### config.mk
export PLATFORM = sky130hd
export DESIGN_NAME = led_mode_sequencer
export DESIGN_NICKNAME = d
export VERILOG_FILES = /design/src/rtl/led_mode_sequencer.sv
export SDC_FILE = /design/constraint.sdc
export NUM_CORES = 1
export LEC_CHECK = 0
export CORE_ASPECT_RATIO = 1.1
export CORE_MARGIN = 5
export CORE_UTILIZATION = 50
export DETAILED_ROUTE_END_ITERATION = 12
export PLACE_DENSITY = 0.7
export SLEW_MARGIN = 20
export SYNTH_ARGS = -nofsm -noshare
export SYNTH_HDL_FRONTEND = slang
export SYNTH_SLANG_ARGS = --single-unit
### constraint.sdc
create_clock -name i_Clk -period 3.6 [get_ports i_Clk]
set_input_delay 0.36 -clock i_Clk [delete_from_list [all_inputs] [get_ports i_Clk]]
set_output_delay 0.36 -clock i_Clk [all_outputs]
set_load 0.05 [all_outputs]
### src/rtl/led_mode_sequencer.sv
// Four-LED mode sequencer: a shared prescaler makes the tick, and a mode FSM
// selects between independent blink, chase, all-together blink and off.
module led_mode_sequencer #(
    parameter int CLKS_PER_TICK = 25000,
    parameter int RATE_1        = 500,
    parameter int RATE_2        = 250,
    parameter int RATE_3        = 100,
    parameter int RATE_4        = 50,
    parameter int CHASE_TICKS   = 250
) (
    input  logic       i_Clk,
    input  logic       i_Rst_L,
    input  logic       i_Next,
    input  logic       i_Pause,
    output logic       o_LED_1,
    output logic       o_LED_2,
    output logic       o_LED_3,
    output logic       o_LED_4,
    output logic [1:0] o_Mode
);

    typedef enum logic [1:0] {
        M_BLINK = 2'd0,
        M_CHASE = 2'd1,
        M_ALL   = 2'd2,
        M_OFF   = 2'd3
    } mode_e;

    localparam int RATE_M12 = (RATE_1 > RATE_2) ? RATE_1 : RATE_2;
    localparam int RATE_M34 = (RATE_3 > RATE_4) ? RATE_3 : RATE_4;
    localparam int RATE_MAX = (RATE_M12 > RATE_M34) ? RATE_M12 : RATE_M34;

    localparam int PW = (CLKS_PER_TICK > 1) ? $clog2(CLKS_PER_TICK) : 1;
    localparam int RW = (RATE_MAX > 1) ? $clog2(RATE_MAX) : 1;
    localparam int CW = (CHASE_TICKS > 1) ? $clog2(CHASE_TICKS) : 1;

    localparam logic [PW-1:0] PRESC_LAST = PW'(CLKS_PER_TICK - 1);
    localparam logic [CW-1:0] CHASE_LAST = CW'(CHASE_TICKS - 1);
    localparam logic [3:0][RW-1:0] RATE_LAST = {RW'(RATE_4 - 1), RW'(RATE_3 - 1),
                                                RW'(RATE_2 - 1), RW'(RATE_1 - 1)};

    mode_e              mode_q, mode_d;
    logic [PW-1:0]      presc_q, presc_d;
    logic [3:0][RW-1:0] cnt_q, cnt_d;
    logic [CW-1:0]      chase_cnt_q, chase_cnt_d;
    logic [1:0]         chase_idx_q, chase_idx_d;
    logic [3:0]         led_q, led_d;
    logic               tick;

    assign tick = (presc_q == PRESC_LAST) && !i_Pause;

    // Mode FSM: state register
    always_ff @(posedge i_Clk or negedge i_Rst_L) begin
        if (!i_Rst_L) begin
            mode_q <= M_BLINK;
        end else begin
            mode_q <= mode_d;
        end
    end

    // Mode FSM: next state; a held i_Next advances once per cycle
    always_comb begin
        mode_d = mode_q;
        if (i_Next) begin
            mode_d = mode_e'(mode_q + 2'd1);
        end
    end

    // Mode FSM: outputs
    always_comb begin
        o_Mode = mode_q;
        {o_LED_4, o_LED_3, o_LED_2, o_LED_1} = led_q;
    end

    // Datapath next state; mode entry wins over a coincident tick
    always_comb begin
        presc_d     = presc_q;
        cnt_d       = cnt_q;
        chase_cnt_d = chase_cnt_q;
        chase_idx_d = chase_idx_q;
        led_d       = led_q;
        if (i_Next) begin
            presc_d     = '0;
            cnt_d       = '0;
            chase_cnt_d = '0;
            chase_idx_d = '0;
            led_d       = (mode_d == M_CHASE) ? 4'b0001 : 4'b0000;
        end else if (mode_q != M_OFF && !i_Pause) begin
            presc_d = (presc_q == PRESC_LAST) ? '0 : presc_q + PW'(1);
            if (tick) begin
                case (mode_q)
                    M_BLINK: begin
                        for (int k = 0; k < 4; k++) begin
                            if (cnt_q[k] == RATE_LAST[k]) begin
                                cnt_d[k] = '0;
                                led_d[k] = ~led_q[k];
                            end else begin
                                cnt_d[k] = cnt_q[k] + RW'(1);
                            end
                        end
                    end
                    M_CHASE: begin
                        if (chase_cnt_q == CHASE_LAST) begin
                            chase_cnt_d = '0;
                            chase_idx_d = chase_idx_q + 2'd1;
                            led_d       = 4'b0001 << chase_idx_d;
                        end else begin
                            chase_cnt_d = chase_cnt_q + CW'(1);
                        end
                    end
                    M_ALL: begin
                        if (cnt_q[0] == RATE_LAST[0]) begin
                            cnt_d[0] = '0;
                            led_d    = {4{~led_q[0]}};
                        end else begin
                            cnt_d[0] = cnt_q[0] + RW'(1);
                        end
                    end
                    default: ;
                endcase
            end
        end
    end

    always_ff @(posedge i_Clk or negedge i_Rst_L) begin
        if (!i_Rst_L) begin
            presc_q     <= '0;
            cnt_q       <= '0;
            chase_cnt_q <= '0;
            chase_idx_q <= '0;
            led_q       <= '0;
        end else begin
            presc_q     <= presc_d;
            cnt_q       <= cnt_d;
            chase_cnt_q <= chase_cnt_d;
            chase_idx_q <= chase_idx_d;
            led_q       <= led_d;
        end
    end

endmodule

# Word level (Yosys, flattened, before mapping)

Index checks and enable logic that the tools add are counted.

Bitwise operators: 4
Equal/unequal tests: 16
Multiplexer cells: 34
Reductions and logical operators: 20
Add/sub/neg operators: 8
Shifts and indexed selects: 1

Operator list:

| operator                                                              | count |
|---|---|
| 36-bit 2-to-1 mux                                                     | 3 |
| 15-bit 2-to-1 mux                                                     | 3 |
| 9-bit 2-to-1 mux                                                      | 5 |
| 8-bit 2-to-1 mux                                                      | 5 |
| 9-bit by 1-bit adder with 9-bit output, second input constant         | 4 |
| 27-bit 2-to-1 mux                                                     | 1 |
| 6-bit AND reduction                                                   | 4 |
| 4-bit 2-to-1 mux                                                      | 5 |
| 3-bit inequality test, second input constant                          | 6 |
| 15-bit by 1-bit adder with 15-bit output, second input constant       | 1 |
| 15-bit equality test, second input constant                           | 1 |
| 2-bit 2-to-1 mux                                                      | 6 |
| 4-bit case mux with 3 select lines                                    | 1 |
| 2-bit nonzero test                                                    | 6 |
| 9-bit by 6-bit equality test with 1-bit output, second input constant | 1 |
| 9-bit by 7-bit equality test with 1-bit output, second input constant | 1 |
| 9-bit by 8-bit equality test with 1-bit output, second input constant | 1 |
| 9-bit equality test, second input constant                            | 1 |
| 3-bit AND reduction                                                   | 3 |
| 8-bit by 1-bit adder with 8-bit output, second input constant         | 1 |
| 8-bit equality test, second input constant                            | 1 |
| 1-bit 2-to-1 mux                                                      | 5 |
| 2-bit by 1-bit adder with 2-bit output, second input constant         | 2 |
| 2-bit by 1-bit equality test with 1-bit output, second input constant | 2 |
| 10 further kinds                                                      | 14 |

Output and inout port bits: 6
Flip-flop bits (word level): 67

# Depth between registers and ports, before layout

Depth in word-level cells: 7
Depth in mapped cells: 7
Depth with buffers taken out: 7

# Worst setup path before layout

OpenSTA, ideal clock, no wires.

Path type: flip-flop to flip-flop
From: register mode_q[0], in the netlist o_Mode[0]
To: register cnt_q[12] in the netlist's numbering
Path buffers: 1
Path slack: 0.990 ns
Arrival: 2.514 ns
Stages on the path, launching flop included: 8
Path through: dfrtp_1 > ha_1 > or4_1 > nor4_2 > nand2_1 > or3_1 > buf_2 > o31ai_1

Cells in the longest elaborated chain, start to end: 4
Elaborated cells on any way between the ends: 6

RTL lines:

| item                                     | line | text |
|---|---|---|
| start, declared                          | 42   | `mode_e mode_q, mode_d;` |
| start signal, assigned                   | 57   | `mode_q <= mode_d;` |
| 2-bit inequality test                    | 88   | `end else if (mode_q != M_OFF && !i_Pause) begin` |
| 1-bit logical AND                        | 88   |  |
| 2-bit nonzero test (no source line)      | --   |  |
| 3-bit AND reduction (no source line) (*) | --   |  |
| end signal, assigned                     | 134  | `cnt_q <= cnt_d;` |
| end, declared                            | 44   | `logic [3:0][RW-1:0] cnt_q, cnt_d;` |

Every way passes the cells marked *; elsewhere a longest branch is shown, timed or not.
A chain may end at the register's enable or synchronous reset.

# Final worst setup path

From: register mode_q[0], in the netlist o_Mode[0]
To: register cnt_q[8] in the netlist's numbering

Cells in the longest elaborated chain, start to end: 4
Elaborated cells on any way between the ends: 8

RTL lines:

| item                                                                            | line | text |
|---|---|---|
| 2-bit equality test, or another cell as far along                               | 91   | `case (mode_q)` |
| 2-bit OR reduction (no source line) / 1-bit logical AND (equally long branches) | --   |  |
| 2-bit nonzero test (no source line)                                             | --   |  |
| 3-bit AND reduction (no source line) (*)                                        | --   |  |

Marks and branches as above.

==> results.md <==
* Share of the synthesized netlist area taken by xor and xnor gates at 0.0225
* Maximum fanout encountered on the critical timing path at 15
* Root Driver: clkbuf_8
* Count of buffers from port buffering at 9
* Number of buffers between clock root and the deepest sink at 2
* Part of the Yosys area used for sequential elements at 0.432
* Number of CTS-inserted buffers at 9
* Worst slew margin relative to its limit at 0.346
* Wire length of the first global-routing pass at roughly 15 mm
* Final sum of negative setup slack at 0 ns
* Average footprint of a synthesized cell at 9.10 µm²
* Total congestion overflow at 0
* Prevailing post-synth register cell: dfrtp_1
* Initial Utilization at 0.517
* Pins over their slew limit at 0
* Quantity of hold-fixing buffers added after cts at 0
* Signal arrival time at the worst endpoint at a little under 3 ns
* Global-route usage over all layers at 0.189
* Placer Congestion at a little over 0.8
* Data required time at the worst endpoint at between 3 and 4 ns
* Synth Area in Compound Gates at 0.188
* Number of instances in the synthesized netlist at about 430
* DRC violation total after the first TritonRoute iteration at between 150 and 200
* H-Tree Level Count at 3
* Area delta synth->final at 10.7%
* Drt drc at 0
* Distinct cell type count after synthesis at 56
* Detail Placement HPWL at approximately 5.8 mm
* Fraction of the mapped netlist area in simple logic gates at 0.260
* MaxCap Viol Count at 0
* Number of detailed-routing iterations run before antenna repair at 4
* Slew at the pin closest to its max-slew limit at a little under 1 ns
* Non-Filler Cell Area, Final at between 4000 and 5000 µm²
* Worst clock skew at 0.00894 ns
* Power Density at approximately 480 nW/µm²
* Worst min-delay path class: in2async
* Yosys warns at 0
* Total of flip-flops plus latches after synthesis at between 60 and 70
* Largest net degree at the start of global routing at 44
* Setup repair after global routing missed its margin: no
* Die height at 102 µm
* IO Pins at 10
* Number of synthesized flops with an enable pin at 0
* Later-pin clock latency in the skew report at about 0.34 ns
* Routed wire per std cell at around 15 µm
* Clock tree sinks at 67
* Leak Pwr at about 1.8 nW
* Quantity of gates resized following cts at 0
* Arithmetic-cell share of the synthesized area counting full adders, half adders and majority gates at 0.0580
* Die Width at approximately 94 µm
* Max Clk Rate at roughly 0.37 GHz
* Remaining number of nets flagged by the antenna check after routing at 0
* Capturing element type of the critical path: flop
* Total Wirelength at roughly 8.3 mm
* Total die area at between 9000 and 10,000 µm²
* Final setup violation count at 0
* Layout cells sized above 1 at 0.0653
* Filler Cell Count at between 600 and 700
* Cell row count at 33
* Mean number of vias per cell at roughly 6
* Post-CTS repair timing setup buffer count at 0
* Dominant combinational cell family by area after synthesis: simple AND/OR/NAND/NOR gates
* Clock-pin slew on the worst setup and hold paths at around 0.07 ns
* Proportion of synthesized area in mux cells at 0.0116
* Number of nets in the layout at around 460
* CTS tree: yes
* Total cell area at the placement stage at between 4000 and 5000 µm²
* Netlist area before placement at between 3000 and 4000 µm²
* Number of antenna violations at the first check in global routing at 0
* Diode count at 0
* Final period utilization at 0.747
* Post-layout minimum cycle time at 2.69 ns
* Type of the worst setup path: reg2reg
* Synthesized netlist net count at roughly 450
* Via count at around 3.3k
* Share of async-settable or async-resettable flops after synthesis at 1.00
* Final Hold Vio Count at 0
* Result of the run: complete, no violations
* Number of global-route vias before repair at roughly 3.1k
* Critical path startpoint category: flop
* Standard cell core area at 7510 µm²
* Worst IR Drop VDD at between 0.2 and 0.25 mV
cell families (layout without fill, tap and decap cells):
logic type	count (synthesis)	count (layout)
flip-flops	67	67
XOR/XNOR	10	10
buffers and inverters	29	46
adder cells (fa/ha/maj)	18	18
AO/OA/AOI/OAI	115	115
AND/OR/NAND/NOR	184	184
multiplexers	4	4
worst max-delay path, cell delays in order (launching register included):
cell      delay [ns]
dfrtp_1         0.44
ha_1            0.27
or4bb_1         0.55
nor4_4          0.15
buf_4           0.25
o21bai_1        0.26
or2_0           0.41
o31ai_1         0.27
sequential cells by signal, summed over array words and instances, names as in the netlist:
signal       count
chase_cnt_q      8
chase_idx_q      2
cnt_q           36
led_q            4
o_Mode           2
presc_q         15
final timing paths:
path                            slack (ns)                  from                    end  depth (start not counted)
min in group i_Clk                    0.49  cnt_q[7]$_DFFE_PN0P_   cnt_q[7]$_DFFE_PN0P_                          1
worst max-delay path                  0.91   o_Mode[0]$_DFF_PN0_   cnt_q[8]$_DFFE_PN0P_                          7
worst min-delay path                  0.18               i_Rst_L  cnt_q[15]$_DFFE_PN0P_                          1
worst max register to register        0.91   o_Mode[0]$_DFF_PN0_   cnt_q[8]$_DFFE_PN0P_                          7
max in group asynchronous             2.53               i_Rst_L    o_Mode[1]$_DFF_PN0_                          2
worst min register to register        0.49  cnt_q[7]$_DFFE_PN0P_   cnt_q[7]$_DFFE_PN0P_                          1
power by group:
part | switching (mW) | internal [mW]
registers | 0.0707 | 0.812
clock network | 0.278 | 0.338
logic | 0.364 | 0.201
synthesized netlist by cell type, types with 5 or more instances:
master	n	area share
nor3_1	13	0.017
xnor2_1	5	0.011
a21oi_1	11	0.014
o21ai_1	46	0.059
nand3_1	22	0.028
a31oi_1	5	0.0081
and3_1	12	0.019
o211ai_1	7	0.014
xor2_1	5	0.011
nand4_1	11	0.018
o21ai_0	5	0.0064
nor2_1	35	0.034
o31ai_1	17	0.033
or3_1	5	0.0081
nand2b_1	8	0.013
dfrtp_1	67	0.43
ha_1	18	0.058
clkbuf_1	10	0.0097
nand2_1	39	0.038
inv_1	14	0.014
nor4_1	6	0.0097
nor2b_1	6	0.0097
cell usage in the layout (no fill, tap or decap), types with 3 or more instances in the layout:
| cell | instances |
|---|---|
| clkbuf_8 | 10 |
| inv_1 | 14 |
| nand3_1 | 22 |
| nor3_1 | 13 |
| or3_1 | 5 |
| a221oi_1 | 3 |
| and4_1 | 3 |
| and3_1 | 12 |
| a311oi_1 | 3 |
| a31oi_1 | 5 |
| nor4_1 | 6 |
| and2_1 | 3 |
| nand4_1 | 11 |
| o21bai_1 | 3 |
| clkdlybuf4s50_1 | 8 |
| a41oi_1 | 4 |
| dfrtp_1 | 67 |
| o21ai_1 | 46 |
| nand2_1 | 39 |
| o31ai_1 | 17 |
| buf_4 | 5 |
| o211ai_1 | 7 |
| xor2_1 | 5 |
| nor2_1 | 35 |
| nor2b_1 | 6 |
| nand2b_1 | 8 |
| nand3b_1 | 3 |
| xnor2_1 | 5 |
| o21ai_0 | 5 |
| ha_1 | 18 |
| a21oi_1 | 11 |
| mux2_1 | 4 |
per-stage QoR:
step | power (mW) | utilization | hold WS, ns | worst slack, ns | cells
3_5_place_dp | 1.46 | 0.546 | 0.471 | 0.786 | 533
4_1_cts | 2.09 | 0.572 | 0.196 | 0.913 | 549
2_1_floorplan | 1.28 | - | 0.0644 | 0.990 | 427
3_3_place_gp | 1.45 | 0.546 | 0.471 | 0.862 | 533
6_report | 2.06 | 0.572 | 0.177 | 0.909 | 549
5_1_grt | 2.18 | 0.572 | 0.244 | 0.760 | 549
layer usage:
metal | global-route usage | part of all wire | wire (µm)
met1 | 0.250 | 0.48 | 3960
met2 | 0.307 | 0.47 | 3880
met3 | 0.0309 | 0.031 | 260
met4 | 0.0822 | 0.021 | 170
met5 | 0 | 0 | 0
cell type report:
class	instances	area, µm²	area share
clock buffer	12	145	0.0338
clock inverter	4	50.0	0.0116
inverter	15	56.3	0.0131
multi-input combinational	331	2100	0.488
sequential	67	1680	0.390
tap	105	131	0.0306
timing repair buffer	15	143	0.0332
Note: power is estimated with default switching activity, not from simulation.
